<file path="config.mk">
export PLATFORM = sky130hd
export DESIGN_NAME = div_seq_ctrl
export DESIGN_NICKNAME = d
export VERILOG_FILES = /design/src/rtl/div_seq_ctrl.sv
export SDC_FILE = /design/constraint.sdc
export NUM_CORES = 1
export LEC_CHECK = 0
export ABC_AREA = 1
export ABC_CLOCK_PERIOD_IN_PS = 3300
export BUFFER_PORTS_ARGS = -buffer_cell sky130_fd_sc_hd__buf_2
export CORE_MARGIN = 2
export CORE_UTILIZATION = 55
export CTS_BUF_LIST = sky130_fd_sc_hd__clkbuf_8 sky130_fd_sc_hd__clkbuf_16
export CTS_CLUSTER_DIAMETER = 200
export DETAILED_ROUTE_END_ITERATION = 12
export PLACE_DENSITY = 0.78
export RECOVER_POWER = 25
export SETUP_SLACK_MARGIN = 0.02
export SLEW_MARGIN = 25
export SYNTH_ARGS = -nofsm -noshare
export SYNTH_HDL_FRONTEND = slang
export SYNTH_SLANG_ARGS = --single-unit
export TNS_END_PERCENT = 1
</file>
<file path="constraint.sdc">
create_clock -name clk -period 3.3 [get_ports clk]
set_input_delay 0 -clock clk [delete_from_list [all_inputs] [get_ports clk]]
set_output_delay 0 -clock clk [all_outputs]
set_load 0.01 [all_outputs]
</file>
<file path="src/rtl/div_seq_ctrl.sv">
// rtl/div_seq_ctrl.sv - RV32M DIV/DIVU/REM/REMU sequencer over one shared add/sub unit
// Restoring division, one quotient bit per cycle, sign fix-up on the same adder.

module n_bit_add_sub #(
  parameter int N = 33
) (
  input  logic [N-1:0] a,
  input  logic [N-1:0] b,
  input  logic         m,
  output logic [N-1:0] sum
);
  // m=1 turns the adder into a - b via two's complement of b
  assign sum = a + (b ^ {N{m}}) + {{(N-1){1'b0}}, m};
endmodule

module div_seq_ctrl #(
  parameter int XLEN = 32
) (
  input  logic            clk,
  input  logic            reset,
  input  logic            in_valid,
  output logic            in_ready,
  input  logic [1:0]      op,
  input  logic [XLEN-1:0] op1,
  input  logic [XLEN-1:0] op2,
  input  logic            kill,
  output logic            out_valid,
  input  logic            out_ready,
  output logic [XLEN-1:0] result,
  output logic            busy
);
  localparam int CW = $clog2(XLEN);
  localparam logic [CW-1:0]   LAST_CNT = CW'(XLEN - 1);
  localparam logic [XLEN-1:0] INT_MIN  = {1'b1, {(XLEN-1){1'b0}}};

  typedef enum logic [1:0] {IDLE, CALC, FIX, DONE} state_t;

  state_t          state, state_next;
  logic [CW-1:0]   cnt;
  logic [XLEN-1:0] rem, dvd, dvs;
  logic            is_rem, neg_q, neg_r;

  logic [XLEN:0]   add_a, add_b, add_sum;
  logic            add_m;
  logic            accept, is_signed, div_zero, ovf, special, borrow, negate;
  logic [XLEN-1:0] special_val, fix_sel, op1_abs, op2_abs;

  n_bit_add_sub #(.N(XLEN + 1)) u_add_sub (
    .a   (add_a),
    .b   (add_b),
    .m   (add_m),
    .sum (add_sum)
  );

  assign in_ready  = (state == IDLE) && !reset;
  assign out_valid = (state == DONE);
  assign busy      = (state != IDLE);

  assign accept      = in_ready && in_valid;
  assign is_signed   = !op[0];
  assign div_zero    = (op2 == '0);
  assign ovf         = is_signed && (op1 == INT_MIN) && (op2 == '1);
  assign special     = div_zero || ovf;
  assign special_val = op[1] ? (div_zero ? op1 : '0) : (div_zero ? '1 : op1);
  assign op1_abs     = (is_signed && op1[XLEN-1]) ? -op1 : op1;
  assign op2_abs     = (is_signed && op2[XLEN-1]) ? -op2 : op2;

  // Trial subtraction runs one bit wider so the shifted-out remainder MSB is kept
  assign borrow  = add_sum[XLEN];
  assign fix_sel = is_rem ? rem : dvd;
  assign negate  = is_rem ? neg_r : neg_q;

  always_comb begin
    state_next = state;
    add_a      = '0;
    add_b      = '0;
    add_m      = 1'b0;
    case (state)
      IDLE: begin
        if (accept) state_next = special ? DONE : CALC;
      end
      CALC: begin
        add_a = {rem, dvd[XLEN-1]};
        add_b = {1'b0, dvs};
        add_m = 1'b1;
        if (cnt == LAST_CNT) state_next = FIX;
      end
      FIX: begin
        add_b      = {1'b0, fix_sel};
        add_m      = 1'b1;
        state_next = DONE;
      end
      DONE: begin
        if (out_ready) state_next = IDLE;
      end
      default: state_next = IDLE;
    endcase
    if (kill) state_next = IDLE;
  end

  always_ff @(posedge clk) begin
    if (reset) begin
      state  <= IDLE;
      cnt    <= '0;
      rem    <= '0;
      dvd    <= '0;
      dvs    <= '0;
      is_rem <= 1'b0;
      neg_q  <= 1'b0;
      neg_r  <= 1'b0;
      result <= '0;
    end else begin
      state <= state_next;
      if (kill) begin
        cnt <= '0;
      end else begin
        case (state)
          IDLE: begin
            if (accept) begin
              is_rem <= op[1];
              neg_q  <= is_signed && (op1[XLEN-1] ^ op2[XLEN-1]);
              neg_r  <= is_signed && op1[XLEN-1];
              cnt    <= '0;
              rem    <= '0;
              dvd    <= op1_abs;
              dvs    <= op2_abs;
              if (special) result <= special_val;
            end
          end
          CALC: begin
            rem <= borrow ? {rem[XLEN-2:0], dvd[XLEN-1]} : add_sum[XLEN-1:0];
            dvd <= {dvd[XLEN-2:0], !borrow};
            cnt <= cnt + CW'(1);
          end
          FIX: begin
            result <= negate ? add_sum[XLEN-1:0] : fix_sel;
          end
          default: ;
        endcase
      end
    end
  end
endmodule

</file>
; ---- Yosys cells after proc, flatten, opt, wreduce, memory -nomap -nowiden
; Cells that the tools add are included.
; Widths: inputs -> output; s select.
[word_totals]
regBits = 138
inputBits = 71
wordCells = 76
[op_classes]
add_sub_neg = 5
n_eq_ne = 10
n_mux = 26
bitwise_logic = 3
n_reduce_logical = 23
[op_table]
columns = operator, n
row1 = $mux 32, 12
row2 = $pmux 32 s2, 4
row3 = $eq 32x32->1 const B, 2
row4 = $neg 32->32, 2
row5 = $add 33x1->33, 1
row6 = $add 33x33->33, 1
row7 = $mux 33, 1
row8 = $xor 32x33->33, 1
row9 = $logic_not 32->1, 1
row10 = $pmux 5 s2, 1
row11 = $reduce_and 3->1, 3
row12 = $mux 2, 4
row13 = $pmux 2 s4, 1
row14 = $logic_and 1x1->1, 7
row15 = $ne 2x2->1 const B, 3
row16 = $reduce_bool 2->1, 3
row17 = $add 5x1->5 const B, 1
row18 = $eq 5x5->1 const B, 1
row19 = $mux 5, 1
row20 = $eq 2x2->1 const B, 2
row21 = $reduce_and 4->1, 1
row22 = $reduce_or 2->1, 2
row23 = $logic_not 1->1, 3
row24 = $eq 2x1->1 const B, 1
row25 = 7 further kinds, 8

; ---- Longest topological paths before layout
[depth]
depth_word = 8
mapped_depth = 23
depth_no_buf = 21

; ---- Cells and area by module
; From an unflattened synthesis, not the netlist that was laid out.
[unflattened]
hier_cells = 2177
hier_area_um2 = 12648.4
[by_module_without_submodules]
columns = mod, instances, cells_per_inst, area_each_um2, seq_area_each_um2
row1 = div_seq_ctrl, 1, 1674, 9984.6, 2762.6
row2 = n_bit_add_sub, 1, 503, 2663.8, 0.0

; ---- Worst setup path before layout
; Ideal clock, no wire load.
[synth_path]
path_kind = reg-to-reg
from = register is_rem
to = register rem[25]
arrival_ns = 3.140
path_slack_ns = 0.028
stages_incl_launch_ff = 20
cell_sequence = dfxtp_1 buf_2 buf_2 buf_1 mux2i_1 o21ai_0 a21oi_1 ha_1 inv_1 o21ai_0 a21boi_0 o21ai_0 a21oi_1 nand2_1 nand2_1 nand2_2 buf_4 or2_2 nand3_1 a21oi_1
[synth_between]
elab_chain_cells = 7
[synth_lines]
columns = item, line
row1 = from (decl), 41  ; logic is_rem, neg_q, neg_r;
row2 = from (signal assigned), 120  ; is_rem <= op[1];
row3 = $mux 32, 70  ; assign fix_sel = is_rem ? rem : dvd;
row4 = $pmux 32 s2, 78  ; case (state)
row5 = $xor 32x33->33, 13  ; assign sum = a + (b ^ {N{m}}) + {{(N-1){1'b0}}, m};
row6 = $add 33x33->33, 13
row7 = $add 33x1->33, 13
row8 = $mux 32, 131  ; rem <= borrow ? {rem[XLEN-2:0], dvd[XLEN-1]} : add_sum[XLEN-1:0];
row9 = $pmux 32 s2, 117  ; case (state)
row10 = to (signal assigned), 131
row11 = to (decl), 40  ; logic [XLEN-1:0] rem, dvd, dvs;
; No other way between the ends.
; A chain may end at the register's enable or synchronous reset.

; ---- Worst setup path after layout
[layout_path]
from = register is_rem
to = register rem[19]
; The elaborated chain is that of the path after synthesis.

==> results.md <==
• **run status** complete, but fails checks
• **failing checks** setup timing
• **Top FF cell, synth** dfxtp_1
• **proportion of layout cells with a drive suffix above 1** 14.6%
• **worst voltage drop across the vdd grid** 0.342 mV
• **post-synthesis adder-cell area fraction** 4.72%
• **Slew Viols, Final** 0
• **transition time at the pin with the least slew margin** 0.913 ns
• **Reg2Reg Capture Point** rem[19]$_SDFFE_PP0P_
• **Slew headroom** 39.1%
• **Power per Cell Area** 332 nW/µm²
• **worst flop-to-flop path startpoint** is_rem$_SDFFE_PP0P_
• **post-DR wirelength/cell** 17.5 µm
• **first-pass GRT wire length** 64700 µm
• **flops & latches, synth** 138
• **final hold viol count** 0
• **count of unresolved DRC violations after routing** 0
• **Vias per Instance** 5.83
• **min-delay worst type** in2reg
• **max frequency** 0.299 GHz
• **pin count of the biggest net entering global routing** 78
• **number of design-rule violations left by the first detailed-router iteration** 1411
• **initial core utilization** 56.0%
• **ordered list of cells on the worst path** buf_12, mux2i_1, o21ai_0, a21oi_1, ha_1, nand2_1, nor2_1, nor2_1, nand2_1, nand2_1, nand2_2, nand3_2, nand2_1, nand2_1, nand2_4, bufbuf_16, o21ai_0, nor2_1, nor2_1, nor2_1
• **Worst Path Required** 3.60 ns
• **number of buffers inserted during clock tree synthesis** 17
• **number of placed cells counting well taps** 2286
• **initial antenna violation count** 2
• **setup repair after global routing missed its margin** yes
• **count of max-cap constraint violations** 0
• **HPWL after DPL** 30900 µm
• **yosys synthesis warning count** 0
• **net count after synthesis** 1992
• **number of different library cells in the post-synthesis netlist** 49
• **Post-DRT Antenna Nets** 0
• **arrival time at the worst endpoint** 3.64 ns
• **total length of routed wires** 41300 µm
• **nets@finish** 2187
• **Synth Area in XOR/XNOR** 3.72%
• **count of vias placed by the detailed router** 13700
• **Site Rows** 52
• **cell count after synthesis** 1879
• **multiplexer share of the synthesized area** 1.59%
• **ratio of final minimum period to clock period** 101%
• **H-tree depth reported by CTS** 4
• **final critical delay including setup and external delays** 3.34 ns
• **overall fraction of global-route tracks in use** 37.4%
• **Port Buffers** 105
• **most common library cell in the layout ignoring fill and taps** nand2_1
• **CP Class** reg2reg
• **post-CTS clock slew at the launch and capture registers of the worst setup and hold paths** 0.07 ns
• **Compound-Gate Fraction of Synth Area** 25.5%
• **clk root buf** clkbuf_16
• **slowest CP cell** dfxtp_4
• **capturing element of the worst setup path** rem[19]$_SDFFE_PP0P_
• **Top-Level Pins** 106
• **filler-free cell count of the finished design** 2359
• **via count of the first global-routing pass** 12500
• **Post-Synthesis Cell Area** 11300 µm²
• **startpoint of the most critical hold path** op2[29]
• **Fillers** 1886
• **Initial DRT Pass Iterations** 6
• **Layout Skew** 0.00988 ns
• **die area** 21700 µm²
• **type of element launching the critical path** flip-flop
• **most frequent cells in the layout** 502 x nand2_1, 245 x a21oi_1, 192 x inv_1
• **simple logic cell fraction of the synthesized area** 29.6%
• **static leakage** 6.47 nW
• **utilization after layout** 69.1%
• **largest stage delay on the critical path** 0.41 ns
• **worst-skew pair later-pin latency** 0.44 ns
• **dominant combinational cell family by area after synthesis** simple AND/OR/NAND/NOR gates
• **EDFF count, synth** 0
• **buffer levels on the longest clock path** 2
• **Setup crit start** is_rem$_SDFFE_PP0P_
• **share of synthesized area occupied by flip-flops and latches** 24.5%
• **fraction of registers with async set/reset** 0%
• **area of the core** 20200 µm²
• **Post-Synthesis Mean Instance Area** 6.01 µm²
• **kind of capture point of the worst setup path** flip-flop
• **CTS tree** built
• **clock tree sinks** 138
• **Remaining Overflow, GRT** 0
• **number of cells on the worst reg-to-reg path** 20
• **Worst R2R Setup Slack** -0.04 ns
• **global placer's final weighted congestion** 0.979
• **final setup margin** -0.0444 ns
• **Die Ht** 147 µm
• **Area Growth Syn to Fin** 23.3%
• **highest fanout seen on the critical path** 15
• **Die X-Extent** 147 µm
• **Setup-failing EPs final** 14
[stage by stage]
step / setup TNS, ns / power [mW] / setup WS, ns / hold WS (ns) / area [µm²]
2_1_floorplan: 0 / 2.27 / 0.0280 / 0.161 / 11300
3_3_place_gp: -0.128 / 2.58 / -0.0609 / 0.259 / 12800
3_5_place_dp: -1.43 / 2.59 / -0.139 / 0.262 / 12800
4_1_cts: 0 / 4.59 / 0.00225 / 0.000494 / 13900
5_1_grt: -8.16 / 4.78 / -0.314 / 0.0200 / 13900
6_report: -0.273 / 4.62 / -0.0444 / 0.00330 / 13900
[worst min path at each step]
| stage | end | depth (start not counted) |
|---|---|---|
| 2_1_floorplan | dvs[1]$_SDFFE_PP0P_ | 2 |
| 3_3_place_gp | in_ready | 3 |
| 3_5_place_dp | in_ready | 3 |
| 4_1_cts | dvs[13]$_SDFFE_PP0P_ | 5 |
| 5_1_grt | dvs[29]$_SDFFE_PP0P_ | 4 |
| 6_report | dvs[29]$_SDFFE_PP0P_ | 4 |
[Yosys cell counts (17+ instances only)]
library cell | instances | area, µm²
a21oi_1 | 255 | 1280
nor2_1 | 171 | 642
nand4_1 | 18 | 113
nand3_1 | 53 | 265
xnor2_1 | 17 | 149
dfxtp_1 | 138 | 2760
nor3_1 | 27 | 135
o211ai_1 | 44 | 330
o21ai_0 | 159 | 796
inv_1 | 196 | 736
xor2_1 | 31 | 272
o221ai_1 | 19 | 166
mux2i_1 | 18 | 180
ha_1 | 41 | 513
nand2_1 | 504 | 1890
clkbuf_1 | 71 | 267
[worst max-delay path: cells and delay by family (launching register included)]
| family | cells | cell delay (ns) |
|---|---|---|
| AO/OA/AOI/OAI | 3 | 0.52 |
| multiplexers | 1 | 0.41 |
| flip-flops | 1 | 0.41 |
| buffers and inverters | 2 | 0.46 |
| AND/OR/NAND/NOR | 13 | 1.12 |
| adder cells (fa/ha/maj) | 1 | 0.28 |
[registers in the layout (all words and copies together), names as in the netlist, 2 cells and up]
signal,count
cnt,5
dvd,32
dvs,32
rem,32
result,32
state,2
[kinds of logic (layout without fill, tap and decap cells)]
group	count (synthesis)	in the layout
AO/OA/AOI/OAI	520	520
adder cells (fa/ha/maj)	42	42
multiplexers	18	18
other	0	2
AND/OR/NAND/NOR	814	814
XOR/XNOR	48	48
buffers and inverters	299	507
flip-flops	138	138
[report_power, final]
group          switching [mW]  internal, mW  total [mW]
Combinational           0.547         0.338       0.885
Clock                   0.889          1.09        1.98
Sequential             0.0421          1.71        1.76
[layer usage]
layer,share of wire [%],track usage (%)
met1,42,50.4
met2,43,58.0
met3,11,9.10
met4,4.1,14.7
met5,0,0
[area by class of cell]
class | count | area (µm²) | share of cell area, %
timing repair buffer | 277 | 1980 | 14.2
clock buffer | 18 | 439 | 3.15
tap | 270 | 338 | 2.42
antenna | 2 | 5.00 | 0.0359
inverter | 198 | 748 | 5.37
multi-input combinational | 1442 | 7510 | 53.9
clock inverter | 14 | 149 | 1.07
sequential | 138 | 2770 | 19.9
[what timing repair did]
action,4_1_cts,5_1_grt
endpoints found under the hold margin,33,0
pin swaps,2,2
hold buffers,34,0
gates cloned,2,0
resized for setup,20,24
buffers inserted,2,1
endpoints found under the setup margin,47,88
(Power assumes the default switching activity.)
